==> src/rtl/mem_arb_pkg.sv <==
// mem_arb_pkg: shared types and constants for the two-requester memory arbiter
package mem_arb_pkg;
  localparam int NUM_REQ = 2;
  typedef enum logic [1:0] {IDLE, ACCESS, RESP} state_t;
  typedef logic [$clog2(NUM_REQ)-1:0] req_idx_t;
endpackage

==> src/rtl/mem_arbiter_if.sv <==
// mem_arbiter_if: client req/gnt bus plus memory-side command bus of mem_arbiter
// slave: arbiter view (takes client commands and mem_data_out, drives grants, rvalid, rdata, memory command)
// master: client/memory view (the opposite directions)
interface mem_arbiter_if #(parameter int width = 4, parameter int data_width = 8);
  logic req0, req1, we0, we1;
  logic [width-1:0] addr0, addr1;
  logic [data_width-1:0] wdata0, wdata1;
  logic gnt0, gnt1, rvalid0, rvalid1;
  logic [data_width-1:0] rdata;
  logic mem_write_enb, mem_read_enb;
  logic [width-1:0] mem_address;
  logic [data_width-1:0] mem_data_in, mem_data_out;
  modport slave (
    input req0, req1, we0, we1, addr0, addr1, wdata0, wdata1, mem_data_out,
    output gnt0, gnt1, rvalid0, rvalid1, rdata, mem_write_enb, mem_read_enb, mem_address, mem_data_in
  );
  modport master (
    output req0, req1, we0, we1, addr0, addr1, wdata0, wdata1, mem_data_out,
    input gnt0, gnt1, rvalid0, rvalid1, rdata, mem_write_enb, mem_read_enb, mem_address, mem_data_in
  );
endinterface

==> src/rtl/mem_arb_rr.sv <==
// mem_arb_rr: combinational 2-way round-robin pick
// req: pending requests; last_gnt: previous winner; winner: chosen index; valid: any request pending
module mem_arb_rr import mem_arb_pkg::*; (
  input  logic [NUM_REQ-1:0] req,
  input  req_idx_t           last_gnt,
  output req_idx_t           winner,
  output logic               valid
);
  assign valid = |req;
  // on a tie the requester that did not win last time goes next
  assign winner = &req ? ~last_gnt : req_idx_t'(req[1]);
endmodule

==> src/rtl/mem_arbiter.sv <==
// mem_arbiter: round-robin arbiter and sequencer for two clients in front of a single-port memory
// clk/reset: clock and synchronous active-high reset
// bus.slave: client req/we/addr/wdata in, gnt/rvalid/rdata out; memory write/read enable, address, data_in out, data_out in
module mem_arbiter import mem_arb_pkg::*; #(
  parameter int width = 4,
  parameter int data_width = 8
) (
  input logic          clk,
  input logic          reset,
  mem_arbiter_if.slave bus
);
  state_t state_q, state_d;
  req_idx_t last_q, last_d, owner_q, owner_d, winner;
  logic valid, take, win_we;
  logic [NUM_REQ-1:0] gnt_q, gnt_d, rvalid_q, rvalid_d;
  logic wen_q, wen_d, ren_q, ren_d;
  logic [width-1:0] addr_q, addr_d;
  logic [data_width-1:0] wdata_q, wdata_d;
  mem_arb_rr u_rr (
    .req({bus.req1, bus.req0}),
    .last_gnt(last_q),
    .winner(winner),
    .valid(valid)
  );
  assign win_we = winner ? bus.we1 : bus.we0;
  // requests are only looked at in IDLE; outputs are computed one cycle ahead so they come straight from flops
  always_comb begin
    take = state_q == IDLE && valid;
    state_d = take ? ACCESS : (state_q == ACCESS && ren_q) ? RESP : IDLE;
    last_d = take ? winner : last_q;
    owner_d = take ? winner : owner_q;
    gnt_d = take ? (winner ? 2'b10 : 2'b01) : 2'b00;
    wen_d = take && win_we;
    ren_d = take && !win_we;
    addr_d = take ? (winner ? bus.addr1 : bus.addr0) : addr_q;
    wdata_d = take ? (winner ? bus.wdata1 : bus.wdata0) : wdata_q;
    rvalid_d = (state_q == ACCESS && ren_q) ? (owner_q ? 2'b10 : 2'b01) : 2'b00;
  end
  always_ff @(posedge clk) begin
    if (reset) begin
      state_q <= IDLE;
      last_q <= req_idx_t'(1);
      owner_q <= '0;
      gnt_q <= '0;
      rvalid_q <= '0;
      wen_q <= 1'b0;
      ren_q <= 1'b0;
      addr_q <= '0;
      wdata_q <= '0;
    end else begin
      state_q <= state_d;
      last_q <= last_d;
      owner_q <= owner_d;
      gnt_q <= gnt_d;
      rvalid_q <= rvalid_d;
      wen_q <= wen_d;
      ren_q <= ren_d;
      addr_q <= addr_d;
      wdata_q <= wdata_d;
    end
  end
  assign bus.gnt0 = gnt_q[0];
  assign bus.gnt1 = gnt_q[1];
  assign bus.rvalid0 = rvalid_q[0];
  assign bus.rvalid1 = rvalid_q[1];
  assign bus.mem_write_enb = wen_q;
  assign bus.mem_read_enb = ren_q;
  assign bus.mem_address = addr_q;
  assign bus.mem_data_in = wdata_q;
  assign bus.rdata = bus.mem_data_out;
endmodule

==> src/flat_wrapper.sv <==
// flat-port wrapper written by rule: the top's interface ports become plain ports
module mem_arbiter_flat import mem_arb_pkg::*;
#(
  parameter int width = 4,
  parameter int data_width = 8
)
  (clk, reset, bus_req0, bus_req1, bus_we0, bus_we1, bus_addr0, bus_addr1, bus_wdata0, bus_wdata1, bus_mem_data_out, bus_gnt0, bus_gnt1, bus_rvalid0, bus_rvalid1, bus_rdata, bus_mem_write_enb, bus_mem_read_enb, bus_mem_address, bus_mem_data_in);
  mem_arbiter_if #(.width(width), .data_width(data_width)) bus_i ();
  input logic clk;
  input logic reset;
  input wire logic [$bits(bus_i.req0)-1:0] bus_req0;
  input wire logic [$bits(bus_i.req1)-1:0] bus_req1;
  input wire logic [$bits(bus_i.we0)-1:0] bus_we0;
  input wire logic [$bits(bus_i.we1)-1:0] bus_we1;
  input wire logic [$bits(bus_i.addr0)-1:0] bus_addr0;
  input wire logic [$bits(bus_i.addr1)-1:0] bus_addr1;
  input wire logic [$bits(bus_i.wdata0)-1:0] bus_wdata0;
  input wire logic [$bits(bus_i.wdata1)-1:0] bus_wdata1;
  input wire logic [$bits(bus_i.mem_data_out)-1:0] bus_mem_data_out;
  output wire logic [$bits(bus_i.gnt0)-1:0] bus_gnt0;
  output wire logic [$bits(bus_i.gnt1)-1:0] bus_gnt1;
  output wire logic [$bits(bus_i.rvalid0)-1:0] bus_rvalid0;
  output wire logic [$bits(bus_i.rvalid1)-1:0] bus_rvalid1;
  output wire logic [$bits(bus_i.rdata)-1:0] bus_rdata;
  output wire logic [$bits(bus_i.mem_write_enb)-1:0] bus_mem_write_enb;
  output wire logic [$bits(bus_i.mem_read_enb)-1:0] bus_mem_read_enb;
  output wire logic [$bits(bus_i.mem_address)-1:0] bus_mem_address;
  output wire logic [$bits(bus_i.mem_data_in)-1:0] bus_mem_data_in;
  assign bus_i.req0 = bus_req0;
  assign bus_i.req1 = bus_req1;
  assign bus_i.we0 = bus_we0;
  assign bus_i.we1 = bus_we1;
  assign bus_i.addr0 = bus_addr0;
  assign bus_i.addr1 = bus_addr1;
  assign bus_i.wdata0 = bus_wdata0;
  assign bus_i.wdata1 = bus_wdata1;
  assign bus_i.mem_data_out = bus_mem_data_out;
  assign bus_gnt0 = bus_i.gnt0;
  assign bus_gnt1 = bus_i.gnt1;
  assign bus_rvalid0 = bus_i.rvalid0;
  assign bus_rvalid1 = bus_i.rvalid1;
  assign bus_rdata = bus_i.rdata;
  assign bus_mem_write_enb = bus_i.mem_write_enb;
  assign bus_mem_read_enb = bus_i.mem_read_enb;
  assign bus_mem_address = bus_i.mem_address;
  assign bus_mem_data_in = bus_i.mem_data_in;
  mem_arbiter #(.width(width), .data_width(data_width)) u_core (.clk(clk), .reset(reset), .bus(bus_i));
endmodule
==> config.mk <==
export PLATFORM = sky130hd
export DESIGN_NAME = mem_arbiter_flat
export DESIGN_NICKNAME = d
export VERILOG_FILES = /design/src/rtl/mem_arb_pkg.sv /design/src/rtl/mem_arbiter_if.sv /design/src/rtl/mem_arb_rr.sv /design/src/rtl/mem_arbiter.sv /design/src/flat_wrapper.sv
export SDC_FILE = /design/constraint.sdc
export NUM_CORES = 1
export LEC_CHECK = 0
export CAP_MARGIN = 10
export CORE_MARGIN = 2
export CORE_UTILIZATION = 56
export DETAILED_ROUTE_END_ITERATION = 8
export DONT_BUFFER_PORTS = 1
export PLACE_DENSITY = 0.7
export SYNTH_ARGS = -nofsm -noshare
export SYNTH_HDL_FRONTEND = slang
export SYNTH_SLANG_ARGS = --single-unit
==> constraint.sdc <==
create_clock -name clk -period 1.5 [get_ports clk]
set_input_delay 0.375 -clock clk [delete_from_list [all_inputs] [get_ports clk]]
set_output_delay 0.375 -clock clk [all_outputs]
set_load 0.02 [all_outputs]
Yosys cells after proc, flatten, opt, wreduce, memory -nomap -nowiden. Cells that the tools add are included.

Muxes and demuxes: 8. Equality and inequality tests: 1. Reduce and logical (&&, ||, !) cells: 11. Bitwise logic cells: 3.

Operators with widths (number): 8-bit 2-to-1 mux (1); 2-bit OR reduction (4); 2-bit 2-to-1 mux (3); 1-bit logical AND (4); 4-bit 2-to-1 mux (1); 1-bit 2-to-1 mux (3); 1-bit NOT (3); 2-bit by 1-bit == test with 1-bit output, second input constant (1); 2-bit logical NOT (1); 2-bit AND reduction (1); 1-bit logical NOT (1).

Word-level logic and storage cells: 33. Flip-flop bits (word level): 22. Input bits: 38. Output and inout bits: 26.

Logic depth before layout (Yosys ltp).
Word-level depth: 5. Mapped depth: 5. Gate-level depth less buffers: 4.

Hierarchy. Synthesis repeated with hierarchy kept, for this count alone.

Cells, all modules: 89. Area, all modules: 980.9 um^2.

By module, submodules not included: mem_arbiter (cells each 87, times used 1, sequential area each 440.4 um^2, area each 967.2 um^2); mem_arb_rr (cells each 2, times used 1, sequential area each 0.0 um^2, area each 13.8 um^2).

Worst setup path after synthesis. OpenSTA, ideal clock, no wires.

Kind: in2reg. Start: input port bus_req1. End: register u_core.owner_q. Path buffers: 1. Library setup time: 115 ps. Arrival: 1022 ps. Required time: 1385 ps. Stages: 4. Slack: 363 ps. Cells stage by stage: a21boi_2 buf_6 and3_2 a21o_2.

Longest elaborated chain between the ends: 2. Elaborated cells on any way between the ends: 4. Classes of those cells: 1 x mux; 3 x reduce/logical.

Ends and longest elaborated chain: from (decl) (RTL line flat_wrapper.sv:12) `input wire logic [$bits(bus_i.req1)-1:0] bus_req1;`; 2-bit AND reduction / 2-bit OR reduction (equally long branches) (RTL line mem_arb_rr.sv:11, mem_arb_rr.sv:9); 1-bit 2-to-1 mux / 1-bit logical AND (equally long branches) (RTL line mem_arb_rr.sv:11, mem_arbiter.sv:28); to (signal assigned) (RTL line mem_arbiter.sv:53) `owner_q <= owner_d;`; to (decl) (RTL line mem_arbiter.sv:13) `req_idx_t last_q, last_d, owner_q, owner_d, winner;`.

Parallel ways exist; a longest one is shown, timed or not. A chain may end at the register's enable or synchronous reset.

Worst setup path in the final report.
Start: register u_core.state_q[0]. End: register u_core.owner_q.

Longest elaborated chain between the ends: 2.

Ends and longest elaborated chain: from (decl) (RTL line mem_arbiter.sv:12) `state_t state_q, state_d;`; from (signal assigned) (RTL line mem_arbiter.sv:51) `state_q <= state_d;`; 2-bit logical NOT (RTL line mem_arbiter.sv:28) `take = state_q == IDLE && valid;`; 1-bit logical AND (RTL line mem_arbiter.sv:28).

No other way between the ends.

==> reports/summary.txt <==
Placed cell count -> 82
Layout cells sized above 1 -> 15.94%
HP Start -> bus_we0
Worst VDD drop -> 0.6002 mV
Commonest non-fill, non-tap cell in the layout -> dfxtp_1
Outcome -> finished, final reports clean
Die Wd -> 44.08 um
Most frequent cells in the layout -> dfxtp_1 (22), mux2i_1 (13), o2bb2ai_1 (12)
Antenna diodes -> 0
Max Clk Rate -> 876.0 MHz
RSZ-0062 raised after global routing -> false
Post-Synth XOR/XNOR Area -> 0%
DP Worst Slack -> 271.0 ps
Setup ws final -> 358.4 ps
Initial Utilization -> 59.72%
Largest family of logic cells by synthesized area -> compound AO/OA/AOI/OAI gates
R2R Path End -> u_core.owner_q
Vias in the first global route -> 465
Top-Level Pins -> 64
Routed len/inst -> 16.25 um
MaxCap Viol Count -> 0
Die area -> 1943 um^2
Multiplexer area fraction after synthesis -> 14.46%
DRT iter0 DRCs -> 1
Cts hold-fix bufs -> 0
Worst r2r src -> u_core.state_q[0]
Post-CTS Setup Repair Bufs -> 0
Relative slew slack -> 73.63%
Final hold violations -> 0
Proportion of power drawn by flip-flops and latches -> 66.2%
Post-route setup TNS -> 0 ps
First-pass GRT wire length -> 2.132 mm
Max FO, Critical Path -> 14
Hold Path Class -> input port to register
Final Util -> 56.40%
Sw Pwr -> 0.2830 mW
Synth Cell Area -> 899.6 um^2
Synth Warn # -> 0
Final std cells w/o fill -> 85
CTS Root Cell -> clkbuf_4
R2R setup slack -> 360 ps
Worst slew pin tran -> 394.7 ps
Final cycle utilization of the critical path -> 76.11%
#FFs+latches synth -> 22
Yosys cell types -> 19
Final wirelength -> 1.381 mm
Logic pwr share -> 10.4%
Row count -> 14
Max clock buf depth -> 2
Startpoint type of the worst setup path -> register
Post_cts resized -> 0
Avg Vias per Cell -> 5.953
Total Nets Final -> 109
Worst-path clk slew -> 110 ps
Clock Sinks -> 22
Hold depth -> 2
DP HPWL -> 1.073 mm
Net count after synthesis -> 114
Post-synthesis instance total -> 76
Grt ovf -> 0
CP required -> 1740 ps
Compound-cell area share of the yosys netlist -> 17.80%
Synth Area in Simple Gates -> 5.563%
CTS H-tree lvls -> 1
Core ar. -> 1506 um^2
Switching share of power -> 26.69%
Internal power -> 0.7773 mW
Via Count -> 506
Drt pass-1 iters -> 2
Setup CP Type -> register to register
Gpl congestion -> 0.6659
Area grow syn2layout -> -5.563%
Clock network fraction of design power -> 23.4%
Sequential fraction of the synthesis area -> 48.96%
Final min period -> 1142 ps
Worst-skew pair later-pin latency -> 280 ps
R2r worst-path depth -> 3
Port bufs -> 0
Final Max Tran Viols -> 0
CTS tree -> built
Initial antenna violation count -> 0
WHS Endpoint -> u_core.bus.mem_write_enb
GR Util All Layers -> 14.75%
Largest net degree at the start of global routing -> 17
Power Density -> 1248 nW/um^2
CP endpoint kind -> register
TritonCTS buffer count -> 3
Worst Skew -> 0.7049 ps
Adder-Cell Fraction of Synth Area -> 0%
Mapped Avg Cell Area -> 11.84 um^2
Remaining DRCs -> 0
Antenna viol nets, final -> 0
LEAKAGE -> 0.3422 nW
Die H -> 44.08 um
CP Data Arrival Time -> 1380 ps
Setup violators final -> 0
## how the worst max path moves through the flow
stage | slack [ps] | endpoint | from
final | 360 | u_core.owner_q | u_core.state_q[0]
after detailed placement | 270 | u_core.last_q | bus_req0
after global placement | 280 | u_core.owner_q | bus_req0
after floorplan | 360 | u_core.owner_q | bus_req1
after global routing | 290 | u_core.bus.mem_address[1] | u_core.state_q[0]
after CTS | 340 | u_core.owner_q | u_core.state_q[0]
## worst max-delay path: stages, from the launching register on
cell and delay [ps]:
dfxtp_1 350, o21ba_2 190, a21oi_4 370, a21o_2 190
## final cells by class
class                   instances  area [um^2]
repair buffers                  2        15.01
well taps                      16        20.02
fillers                       145        656.9
clock buffers                   3        22.52
inverters                       3        11.26
flip-flops and latches         22        440.4
multi-input cells              39        340.3
## cell usage after synthesis
library cell	count	area, um^2
inv_1	3	11.26
o2bb2ai_1	12	105.1
a21boi_2	1	11.26
nor2b_1	1	6.260
buf_12	1	20.02
a2bb2oi_1	1	8.760
nand2_2	1	6.260
o21ba_2	1	10.01
buf_6	2	22.52
a21o_2	1	8.760
and3_1	1	6.260
and3_2	1	7.510
dfxtp_1	22	440.4
nor2_1	3	11.26
and2_1	2	12.51
buf_2	1	5.000
a21oi_4	1	16.27
buf_4	8	60.06
mux2i_1	13	130.1
## through the flow
stage               total power, mW  cell area, um^2  hold slack [ps]
finish                        1.060            849.6            257.0
global route                  1.114            849.6            266.7
CTS                           1.071            849.6            251.9
detailed placement           0.8295            827.0            428.5
global placement             0.8265            827.0            423.7
floorplan                    0.8506            899.6            406.1
## kinds of logic after synthesis
| kind of cell | Yosys count |
|---|---|
| multiplexers | 13 |
| buffers and inverters | 15 |
| AND/OR/NAND/NOR | 9 |
| flip-flops | 22 |
| AO/OA/AOI/OAI | 17 |
## state kept, by name, summed over array words and instances (netlist names)
| name | count |
|---|---|
| u_core.bus.mem_read_enb | 1 |
| u_core.gnt_q | 2 |
| u_core.bus.mem_address | 4 |
| u_core.state_q | 2 |
| u_core.owner_q | 1 |
| u_core.bus.mem_data_in | 8 |
| u_core.rvalid_q | 2 |
| u_core.last_q | 1 |
| u_core.bus.mem_write_enb | 1 |
## per-layer routing
layer  vias to the layer above  share of wire [%]  global-route usage [%]
met5                         -                  0                       0
met4                         0               0.72                   5.455
met3                         2                 11                   4.490
met2                        28                 49                   24.41
met1                       227                 39                   18.04
li1                        249                  -                       -
## power groups by stage
stage | clock, mW | combinational (mW) | sequential (mW)
2_1_floorplan | 0 | 0.142 | 0.708
3_3_place_gp | 0 | 0.111 | 0.716
3_5_place_dp | 0 | 0.113 | 0.717
4_1_cts | 0.254 | 0.113 | 0.703
5_1_grt | 0.281 | 0.124 | 0.708
6_report | 0.248 | 0.111 | 0.702
(Power assumes the default switching activity.)
